`config.mk`:
```
export PLATFORM = sky130hd
export DESIGN_NAME = mips_multicycle_ctrl
export DESIGN_NICKNAME = d
export VERILOG_FILES = /design/src/rtl/mips_multicycle_ctrl.sv
export SDC_FILE = /design/constraint.sdc
export NUM_CORES = 1
export LEC_CHECK = 0
export CAP_MARGIN = 10
export CORE_ASPECT_RATIO = 0.6
export CORE_MARGIN = 1.5
export CORE_UTILIZATION = 38
export DETAILED_ROUTE_END_ITERATION = 10
export HOLD_SLACK_MARGIN = 0.1
export PLACE_DENSITY = 0.86
export SYNTH_ARGS = -nofsm -noshare
export SYNTH_HDL_FRONTEND = slang
export SYNTH_SLANG_ARGS = --single-unit
```
`constraint.sdc`:
```
create_clock -name clk -period 5.7 [get_ports clk]
set_input_delay 1.14 -clock clk [delete_from_list [all_inputs] [get_ports clk]]
set_output_delay 1.14 -clock clk [all_outputs]
set_load 0.01 [all_outputs]
```
`src/rtl/mips_multicycle_ctrl.sv`:
```
// Multi-cycle MIPS-I control FSM: sequences fetch/decode/exec/mem/writeback over an
// Avalon-style bus and tracks background MULT/DIV occupancy of HI/LO.
module mips_multicycle_ctrl #(
   parameter int unsigned MULT_CYCLES = 4,
   parameter int unsigned DIV_CYCLES  = 32,
   parameter logic [31:0] HALT_ADDR   = 32'h0000_0000
) (
   input  logic        clk,
   input  logic        reset,
   input  logic [31:0] instr,
   input  logic [31:0] pc,
   input  logic        waitrequest,
   output logic        active,
   output logic [2:0]  state,
   output logic        mem_read,
   output logic        mem_write,
   output logic        ir_write,
   output logic        pc_write,
   output logic        reg_write,
   output logic        muldiv_start,
   output logic        hilo_busy,
   output logic        illegal
);
   typedef enum logic [2:0] {
      S_FETCH = 3'd0, S_DECODE = 3'd1, S_EXEC = 3'd2,
      S_MEM = 3'd3, S_WB = 3'd4, S_HALT = 3'd7
   } state_t;

   typedef enum logic [3:0] {
      K_ILL, K_ALU, K_LOAD, K_STORE, K_BR, K_BRL, K_MUL, K_DIV, K_MF, K_MT
   } kind_t;

   localparam logic [5:0] MUL_LOAD = 6'(MULT_CYCLES);
   localparam logic [5:0] DIV_LOAD = 6'(DIV_CYCLES);

   state_t     st;
   kind_t      kind;
   logic [4:0] dest;
   logic [5:0] hcnt;
   logic       unused_fields;

   assign state         = st;
   assign hilo_busy     = (hcnt != 6'd0);
   assign unused_fields = ^{instr[25:21], instr[10:6]};

   // instr is stable from DECODE until the next FETCH, so it is decoded live
   always_comb begin
      kind = K_ILL;
      dest = 5'd0;
      case (instr[31:26])
         6'h00: case (instr[5:0])
            6'h00, 6'h02, 6'h03, 6'h04, 6'h06, 6'h07,
            6'h20, 6'h21, 6'h22, 6'h23, 6'h24, 6'h25, 6'h26, 6'h27,
            6'h2A, 6'h2B:        begin kind = K_ALU; dest = instr[15:11]; end
            6'h08:               kind = K_BR;
            6'h09:               begin kind = K_BRL; dest = instr[15:11]; end
            6'h10, 6'h12:        begin kind = K_MF;  dest = instr[15:11]; end
            6'h11, 6'h13:        kind = K_MT;
            6'h18, 6'h19:        kind = K_MUL;
            6'h1A, 6'h1B:        kind = K_DIV;
            default:             kind = K_ILL;
         endcase
         6'h01: case (instr[20:16])
            5'h00, 5'h01:        kind = K_BR;
            5'h10, 5'h11:        begin kind = K_BRL; dest = 5'd31; end
            default:             kind = K_ILL;
         endcase
         6'h02, 6'h04, 6'h05, 6'h06, 6'h07: kind = K_BR;
         6'h03:                  begin kind = K_BRL; dest = 5'd31; end
         6'h08, 6'h09, 6'h0A, 6'h0B, 6'h0C, 6'h0D, 6'h0E, 6'h0F:
                                 begin kind = K_ALU; dest = instr[20:16]; end
         6'h20, 6'h21, 6'h23, 6'h24, 6'h25:
                                 begin kind = K_LOAD; dest = instr[20:16]; end
         6'h28, 6'h29, 6'h2B:    kind = K_STORE;
         default:                kind = K_ILL;
      endcase
   end

   // bus strobes react to waitrequest in the same cycle, so they are decoded from state
   always_comb begin
      mem_read     = 1'b0;
      mem_write    = 1'b0;
      ir_write     = 1'b0;
      pc_write     = 1'b0;
      reg_write    = 1'b0;
      muldiv_start = 1'b0;
      if (!reset) begin
         case (st)
            S_FETCH: begin
               mem_read = (pc != HALT_ADDR);
               ir_write = (pc != HALT_ADDR) && !waitrequest;
            end
            S_EXEC: case (kind)
               K_BR:         pc_write = 1'b1;
               K_MUL, K_DIV: begin
                  muldiv_start = !hilo_busy;
                  pc_write     = !hilo_busy;
               end
               K_MT:         pc_write = !hilo_busy;
               default:      pc_write = 1'b0;
            endcase
            S_MEM: begin
               mem_read  = (kind == K_LOAD);
               mem_write = (kind == K_STORE);
               pc_write  = (kind == K_STORE) && !waitrequest;
            end
            S_WB: begin
               pc_write  = 1'b1;
               reg_write = (dest != 5'd0);
            end
            default: ;
         endcase
      end
   end

   always_ff @(posedge clk) begin
      if (reset) begin
         st      <= S_FETCH;
         active  <= 1'b1;
         illegal <= 1'b0;
         hcnt    <= 6'd0;
      end else begin
         // a new issue reloads the counter even if it would also have decremented
         if (muldiv_start)
            hcnt <= (kind == K_DIV) ? DIV_LOAD : MUL_LOAD;
         else if (hcnt != 6'd0)
            hcnt <= hcnt - 6'd1;

         case (st)
            S_FETCH:
               if (pc == HALT_ADDR) begin
                  st     <= S_HALT;
                  active <= 1'b0;
               end else if (!waitrequest) begin
                  st <= S_DECODE;
               end
            S_DECODE:
               if (kind == K_ILL) begin
                  st      <= S_HALT;
                  active  <= 1'b0;
                  illegal <= 1'b1;
               end else begin
                  st <= S_EXEC;
               end
            S_EXEC: case (kind)
               K_ALU, K_BRL:        st <= S_WB;
               K_LOAD, K_STORE:     st <= S_MEM;
               K_BR:                st <= S_FETCH;
               K_MUL, K_DIV, K_MT:  if (!hilo_busy) st <= S_FETCH;
               K_MF:                if (!hilo_busy) st <= S_WB;
               default: begin
                  st     <= S_HALT;
                  active <= 1'b0;
               end
            endcase
            S_MEM:
               if (!waitrequest) st <= (kind == K_LOAD) ? S_WB : S_FETCH;
            S_WB:    st <= S_FETCH;
            S_HALT:  st <= S_HALT;
            default: begin
               st     <= S_HALT;
               active <= 1'b0;
            end
         endcase
      end
   end
endmodule

```
### After elaboration in Yosys (flattened, before gate mapping)

Cells that the tools add are included.

* reductions and logical operators: 36
* multiplexer cells: 36
* bitwise operators: 1
* equal/unequal tests: 72
* add/subtract/negate cells: 1

Operator list (count)
* 6-bit == test (second input constant): 18
* 6-bit by 4-bit == test with 1-bit output (second input constant): 10
* 4-bit case mux with 7 select lines: 2
* 6-bit by 5-bit == test with 1-bit output (second input constant): 8
* 6-bit by 3-bit == test with 1-bit output (second input constant): 7
* 32-bit logical NOT: 1
* 32-bit nonzero test: 1
* 3-bit case mux with 5 select lines: 2
* 6-bit by 2-bit == test with 1-bit output (second input constant): 4
* 3-bit two-way mux: 7
* 5-bit case mux with 4 select lines: 1
* 19-bit OR reduction: 1
* 6-bit two-way mux: 3
* 2-bit OR reduction: 9
* 4-bit by 3-bit == test with 1-bit output (second input constant): 4
* 16-bit OR reduction: 1
* 1-bit two-way mux: 14
* 13-bit OR reduction: 1
* 6-bit logical NOT: 2
* 5-bit == test (second input constant): 2
* 5-bit two-way mux: 2
* 5-bit OR reduction: 2
* 3-bit inequality test (second input constant): 3
* 3-bit OR reduction: 3
* 27 further kinds: 38

* flip-flop bits (word level): 11
* logic and storage cells: 150
* input port bits: 67
* output and inout port bits: 12

### Depth between registers and ports, before layout

Gate-level depths: netlist of the first run.

* depth after elaboration: 10
* gate-level depth with buffers: 9
* depth with buffers taken out: 9

### Least setup slack after synthesis of the first run

Ideal clock, no wire load.

* path type: in2out
* from: input instr[4]
* to: output pc_write
* required time: 4.560 ns
* stages: 7
* buffers on the path: 1
* data arrival time: 2.606 ns
* slack: 1.954 ns
* cell sequence: buf_4 nor2b_4 o211a_1 o41a_1 nor2_1 nand4_1 a31oi_1

* word-level cells in the longest chain between the ends: 9
* elaborated cells on any way between the ends: 43
* those cells by class: eq/ne (30); mux (5); reduce/logical (8)

Ends and longest elaborated chain
* from (decl): line 10 `input logic [31:0] instr,`
* 6-bit by 2-bit == test with 1-bit output (tied with other cells): line 51 `6'h00: case (instr[5:0])`
* 16-bit OR reduction (tied with other cells): line 51
* 4-bit case mux with 7 select lines (*): line 51
* 4-bit case mux with 7 select lines (*): line 50 `case (instr[31:26])`
* 4-bit by 3-bit == test with 1-bit output / 4-bit == test (equally long branches): line 93 `S_EXEC: case (kind)`
* 3-bit OR reduction (no line)
* 1-bit case mux with 2 select lines: line 93
* 1-bit case mux with 3 select lines (*): line 88 `case (st)`
* 1-bit two-way mux (*): line 87 `if (!reset) begin`
* to (decl): line 18 `output logic pc_write,`

Every way passes the cells marked *; elsewhere a longest branch is shown, timed or not.

### Worst setup path after layout of the first run

* from: input instr[3]
* to: output pc_write

Same word-level chain as after synthesis.

==> results of run 1 <==
worst paths after layout:
kind | end | slack (ns) | cells past startpoint
hold / removal | hcnt[0] | 0.49 | 2
hold reg to reg | hcnt[0] | 0.49 | 2
setup reg to reg | hcnt[1] | 3.50 | 8
setup / recovery | pc_write | 0.79 | 9
cells in the final DEF, fill, tap and decap left out, drive strengths merged, types with 2 or more instances in the layout:
cell type / netlist / layout
clkdlybuf4s50: 0 / 68
nor2: 18 / 18
a21oi: 16 / 16
nand2: 11 / 11
dfxtp: 11 / 11
nor4: 11 / 11
o21ai: 10 / 10
inv: 9 / 9
nor3: 8 / 8
nor2b: 6 / 6
nand2b: 5 / 5
nand3: 5 / 5
nand4: 4 / 4
clkbuf: 3 / 4
and3: 3 / 3
o211a: 3 / 3
nor3b: 3 / 3
a31oi: 3 / 3
a311oi: 3 / 3
or4: 2 / 2
nor4b: 2 / 2
a2111o: 2 / 2
a41oi: 2 / 2
o31a: 2 / 2
or3: 2 / 2
registers in the layout, summed over array words and instances, names as in the netlist:
signal,cells
hcnt,6
illegal,1
active,1
state,3
where the power goes:
part / switching [mW] / internal (mW)
logic: 0.150 / 0.167
clock network: 0.0307 / 0.0492
registers: 0.0396 / 0.107
per-layer routing:
layer,vias to the layer above,share of wire,GRT usage
met5,-,0,0
met4,0,0.0054,0.03333
met3,4,0.083,0.06195
met2,61,0.42,0.3532
met1,655,0.49,0.3217
li1,776,-,-
per-stage QoR:
step / util / hold WS [ns] / worst slack (ns)
2_1_floorplan: - / 0.4521 / 1.954
3_3_place_gp: 0.6462 / 0.4641 / 0.8101
3_5_place_dp: 0.6462 / 0.4649 / 0.7946
4_1_cts: 0.6619 / 0.4887 / 0.7908
5_1_grt: 0.6619 / 0.5213 / 0.6399
6_report: 0.6619 / 0.4874 / 0.7865
cell type report:
cell class,count,area share
Timing Repair Buffer,69,0.3621
Inverter,9,0.01777
Tap cell,42,0.02765
Sequential cell,11,0.1159
Multi-Input combinational cell,139,0.4529
Clock buffer,4,0.02370
cell families after synthesis:
| family | share of synthesized area |
|---|---|
| AO/OA/AOI/OAI | 0.3202 |
| adder cells (fa/ha/maj) | 0.01096 |
| buffers and inverters | 0.05262 |
| XOR/XNOR | 0.01535 |
| AND/OR/NAND/NOR | 0.4079 |
| flip-flops | 0.1930 |
worst max-delay path: stages:
cell and delay [ns]:
clkdlybuf4s50_1 0.73, nor3b_1 0.25, o211a_1 0.20, o41a_1 0.18
nor2_1 0.06, buf_4 0.17, o31a_1 0.28, a31oi_1 0.19
clkdlybuf4s50_1 0.57
==> summary.txt, run 1 <==
Placed design
  – DP Cell Count: 270
  – Buffers on Ports: 68
  – Final estimated routing congestion in global placement: 0.8961
  – Detailed placer's ending HPWL: 2.868 mm
  – Area post-placement: 1856 um^2

Synthesis
  – Distinct cell type count of the synthesized netlist: 47
  – Number of flops mapped to enable cells by yosys: 0
  – Synthesized area per cell: 6.958 um^2
  – Synthesized netlist net count: 232
  – Synthesized cell area: 1141 um^2
  – Leading register cell type out of synthesis: dfxtp_1
  – Async set-reset flop share out of synthesis: 0
  – Largest cells by area after synthesis: dfxtp_1, a21oi_1, nor2_1
  – Most frequent cells after synthesis: nor2_1, a21oi_1, dfxtp_1, nand2_1, nor4_1
  – Dominant cell type by area after synthesis: dfxtp_1
  – Most numerous cell in the Yosys netlist: nor2_1
  – Area share of the largest cell type after synthesis: 0.1930
  – Yosys Warn Count: 0
  – Post-synthesis instance total: 164
  – Synthesized flop and latch total: 11
  – Sequential area share after synthesis: 0.1930

Routing
  – DRT Pass-1 Iters: 4
  – Count of routing violations after the opening detailed-route iteration: 110
  – DRC violations left: 0
  – Detailed-route vias per instance: 5.460
  – DRT Wirelength: 3.513 mm
  – Via count: 1496
  – Number of nets with antenna violations after routing: 0
  – DR WL/cell: 12.82 um

Pwr
  – Power per standard cell area: 286.1 nW/um^2
  – Overall power consumption: 0.5438 mW
  – Maximum vdd drop: 0.2186 mV
  – Leakage power: 0.6936 nW

STA
  – Period Utilization, post-route: 0.8620
  – Final Critical Period: 4.913 ns
  – Final-report max-slew violation count: 0
  – Tightest Pin Transition: 0.6243 ns
  – Final total negative setup slack: 0 ns
  – Normalized max-slew margin: 0.5825
  – Skew final: 0.001251 ns
  – Max Clk Rate: 203.5 MHz
  – RSZ-0062 raised after global routing: no
  – Final count of hold timing violations: 0
  – Final setup viols: 0

Clocking
  – Number of gates resized after cts: 0
  – Clock sink count: 11
  – Clock latency of the later-clocked register in the worst-skew pair: 0.24 ns
  – Number of hold buffers added after CTS: 0
  – Setup repair bufs after CTS: 0
  – Number of buffers created by CTS: 3
  – Cell at the root of the clock tree: clkbuf_8
  – H-Tree Depth: 1
  – Buffers from clock root to sink, at most: 2
  – Clock transition time at the flip-flop clock pins of the worst setup and hold paths: 0.05 ns
  – CTS tree: built

Floorplan
  – Core Rows: 15
  – Die boundary width: 73.75 um
  – Die height: 45.45 um
  – Number of placed I/O pins: 79
  – Core Area: 2872 um^2
  – Starting utilization of the core area: 0.3974
  – Die ar.: 3351 um^2

Final layout
  – Total non-filler cell area in the finished layout: 1901 um^2
  – Register cell area after layout: 220.2 um^2
  – Non-filler cells in the finished layout: 274
  – Layout filler cell count: 257
  – Share of post-route cells with drive strength above 1: 0.03448
  – Inserted Diodes: 0
  – Combined area of the multi-input logic cells: 860.8 um^2
  – Area growth syn-to-layout: 66.56%
  – Final Net Count: 301

Status
  – Result of the run: completed

GRT
  – Via count of the first global-routing pass: 1327
  – Aggregate global-route resource usage: 0.2266
  – Antenna violations before repair: 0
  – Aggregate global routing overflow: 0
  – Wire length of the first global-routing pass: 5.740 mm
  – Pin count of the biggest net entering global routing: 19

Hold path
  – Worst hold path startpoint: hcnt[0]
  – Worst min-delay path class: reg2reg

Setup path
  – Origin of the critical flop-to-flop path: hcnt[0]
  – WP data arrival: 3.77 ns
  – Required time of the worst setup path: 4.56 ns
  – CP Capture Type: output port
  – Classification of the worst setup path: in2out
  – Launching instance or port of the critical path: instr[3]
  – Max Fanout on Critical Path: 12
  – Worst Setup Start Kind: input port

Flow run
  – Max-capacitance violation count: 0
(Power assumes the default switching activity.)
==> inputs of run 2 (changes only) <==
--- a/config.mk
+++ b/config.mk
@@ -7,7 +7,7 @@
 export LEC_CHECK = 0
 export CAP_MARGIN = 10
 export CORE_ASPECT_RATIO = 0.6
-export CORE_MARGIN = 1.5
+export CORE_MARGIN = 8
 export CORE_UTILIZATION = 38
 export DETAILED_ROUTE_END_ITERATION = 10
 export HOLD_SLACK_MARGIN = 0.1
==> run 2 against run 1 <==
Setup slack improved by 0.0070 ns. Largest power group unchanged. Count of clock-buffer cells in the layout did not move. Cell count did not move. Via count rose by 1.8%. First-iteration DRC count rose by 6.4%.
==> summary.txt, run 2 (same netlist as run 1, synthesis figures left out) <==
Final layout
  – Final Util: 0.6619 (unchanged)
  – Combined area of the multi-input logic cells: 860.8 um^2 (unchanged)
  – Area growth syn-to-layout: 66.56% (unchanged)
  – Register cell area after layout: 220.2 um^2 (unchanged)
  – Share of post-route cells with drive strength above 1: 0.03448 (unchanged)
  – Layout filler cell count: 265 (+3.1%)
  – Most flops, register: hcnt
  – Inserted Diodes: 0 (unchanged)
  – Non-filler cells in the finished layout: 274 (unchanged)
  – Commonest cells after routing, fill and taps aside: clkdlybuf4s50_1, nor2_1, a21oi_1
  – Number of flip-flops under the largest register name: 6 (unchanged)
  – Final Net Count: 301 (unchanged)
  – Most common cell after layout, fill and taps aside: clkdlybuf4s50_1

Setup path
  – End of the worst register-to-register path: hcnt[1]
  – Worst Setup Start Kind: input port
  – List of cells traversed by the critical path: clkdlybuf4s50_1, nor2b_1, a2111o_1, a21oi_1, nor2_1, buf_4, o31a_1, a31oi_1, clkdlybuf4s50_1
  – Max Fanout on Critical Path: 8 (-4)
  – Register-to-register path setup slack: 3.46 ns (-0.04 ns)
  – Most used cell along the critical path: clkdlybuf4s50_1
  – Master of the slowest instance on the critical path: clkdlybuf4s50_1
  – Reg2reg path depth: 8 (unchanged)
  – Required time of the worst setup path: 4.56 ns (about the same)
  – Highest cell delay on the worst timing path: 0.62 ns (-0.11 ns)
  – CP Capture Type: output port
  – Classification of the worst setup path: in2out
  – Origin of the critical flop-to-flop path: hcnt[0]
  – WP data arrival: 3.77 ns (about the same)

GRT
  – Met3 usage: 0.07490 (+0.01295)
  – Global routing met1 resource utilization: 0.2151 (-0.1065)
  – Global Route met2 Usage: 0.2208 (-0.1324)
  – Wire length of the first global-routing pass: 6.534 mm (+14%)
  – Antenna violations before repair: 0 (unchanged)
  – Via count of the first global-routing pass: 1424 (+7.3%)
  – Aggregate global-route resource usage: 0.1597 (-0.06689)
  – Most crowded layer after global routing: met2
  – Aggregate global routing overflow: 0 (unchanged)
  – Pin count of the biggest net entering global routing: 19 (unchanged)

Pwr
  – Power Internal: 0.3233 mW (about the same)
  – Switching power: 0.2241 mW (+1.6%)
  – Switching Fraction: 0.4094 (+0.003818)
  – Power per standard cell area: 288.0 nW/um^2 (+0.66%)
  – Sequential group share of total power: 0.266 (-0.004)
  – Part of the total power dissipated in combinational logic: 0.586 (+0.003)
  – Maximum vdd drop: 0.1828 mV (-16%)
  – Leakage power: 0.6936 nW (unchanged)
  – Portion of total power attributed to the clock network: 0.148 (about the same)

Floorplan
  – Number of placed I/O pins: 79 (unchanged)
  – Die boundary width: 86.75 um (+18%)
  – Die height: 58.45 um (+29%)
  – Die ar.: 5070 um^2 (+51%)
  – Core Rows: 15 (unchanged)
  – Core Area: 2872 um^2 (unchanged)
  – Starting utilization of the core area: 0.3974 (unchanged)

Placed design
  – Buffers on Ports: 68 (unchanged)
  – DP Cell Count: 270 (unchanged)
  – Detailed placer's ending HPWL: 3.298 mm (+15%)
  – Setup slack after placement: 0.7978 ns (+0.003195 ns)
  – Final estimated routing congestion in global placement: 0.8620 (-3.8%)

Clocking
  – Cell at the root of the clock tree: clkbuf_8
  – Clock latency of the later-clocked register in the worst-skew pair: 0.24 ns (about the same)
  – Number of buffers created by CTS: 3 (unchanged)
  – Number of gates resized after cts: 0 (unchanged)
  – Number of hold buffers added after CTS: 0 (unchanged)
  – Clock sink count: 11 (unchanged)
  – CTS tree: built
  – Setup repair bufs after CTS: 0 (unchanged)
  – Clock transition time at the flip-flop clock pins of the worst setup and hold paths: 0.05 ns (about the same)
  – Buffers from clock root to sink, at most: 2 (unchanged)
  – H-Tree Depth: 1 (unchanged)

Flow run
  – Max-capacitance violation count: 0 (unchanged)

STA
  – RSZ-0062 raised after global routing: no
  – Final Critical Period: 4.906 ns (-0.007000 ns)
  – Final total negative setup slack: 0 ns (unchanged)
  – Final setup viols: 0 (unchanged)
  – Normalized max-slew margin: 0.5738 (-0.008688)
  – Period Utilization, post-route: 0.8608 (-0.001228)
  – Final count of hold timing violations: 0 (unchanged)
  – Max Clk Rate: 203.8 MHz (+0.14%)
  – Final-report max-slew violation count: 0 (unchanged)
  – Skew final: 0.003484 ns (+0.002233 ns)
  – Tightest Pin Transition: 0.6373 ns (+0.01299 ns)
  – Crit path setup slack, layout: 0.7935 ns (+0.007000 ns)

Routing
  – DRT Pass-1 Iters: 4 (unchanged)
  – DR WL/cell: 14.68 um (+14%)
  – Detailed-route vias per instance: 5.558 (+1.8%)
  – DRT Wirelength: 4.021 mm (+14%)
  – Number of nets with antenna violations after routing: 0 (unchanged)
  – DRC violations left: 0 (unchanged)
  – Count of routing violations after the opening detailed-route iteration: 117 (+6.4%)
  – Via count: 1523 (+1.8%)

Hold path
  – Worst hold path endpoint: illegal
  – Worst hold path startpoint: illegal
  – Worst min-delay path class: reg2reg
  – Number of cells on the worst hold path: 2 (unchanged)

Status
  – Result of the run: completed
## run 2: how the worst max path moves through the flow
stage	endpoint	from	depth (start not counted)	slack (ns)
4_1_cts	pc_write	instr[29]	9	0.79
6_report	pc_write	instr[29]	9	0.79
2_1_floorplan	pc_write	instr[4]	7	1.95
3_5_place_dp	pc_write	instr[26]	9	0.80
3_3_place_gp	pc_write	instr[26]	9	0.79
5_1_grt	pc_write	instr[29]	9	0.58
## run 2: cell type report
cell class	instances	share of cell area
sequential	11	0.1159
inverter	9	0.01777
tap	42	0.02765
clock buffer	4	0.02370
timing repair buffer	69	0.3621
multi-input combinational	139	0.4529
## run 2: per-stage QoR
step / hold slack, ns / instance area [um^2] / total power, mW
6_report: 0.4775 / 1901 / 0.5474
5_1_grt: 0.5216 / 1901 / 0.5981
4_1_cts: 0.4830 / 1901 / 0.5502
2_1_floorplan: 0.4521 / 1141 / 0.3308
3_5_place_dp: 0.4686 / 1856 / 0.4633
3_3_place_gp: 0.4648 / 1856 / 0.4600
## run 2: metal layers
layer  vias to the layer above  routed length, um
li1                        770                  -
met1                       686               1927
met2                        61               1641
met3                         6                421
met4                         0                 31
met5                         -                  0
## run 2: critical path, delay by kind of cell
family | cells | cell delay, ns
buffers and inverters | 3 | 1.37
AOI/OAI and AO/OA | 4 | 1.08
and+or+nand+nor | 2 | 0.17
## run 2: power by group through the flow
| stage | Clock [mW] | Combinational, mW | Sequential (mW) |
|---|---|---|---|
| 3_3_place_gp | 0 | 0.314 | 0.146 |
| 2_1_floorplan | 0 | 0.191 | 0.140 |
| 5_1_grt | 0.0879 | 0.360 | 0.151 |
| 4_1_cts | 0.0841 | 0.321 | 0.145 |
| 3_5_place_dp | 0 | 0.318 | 0.146 |
| 6_report | 0.0810 | 0.321 | 0.146 |
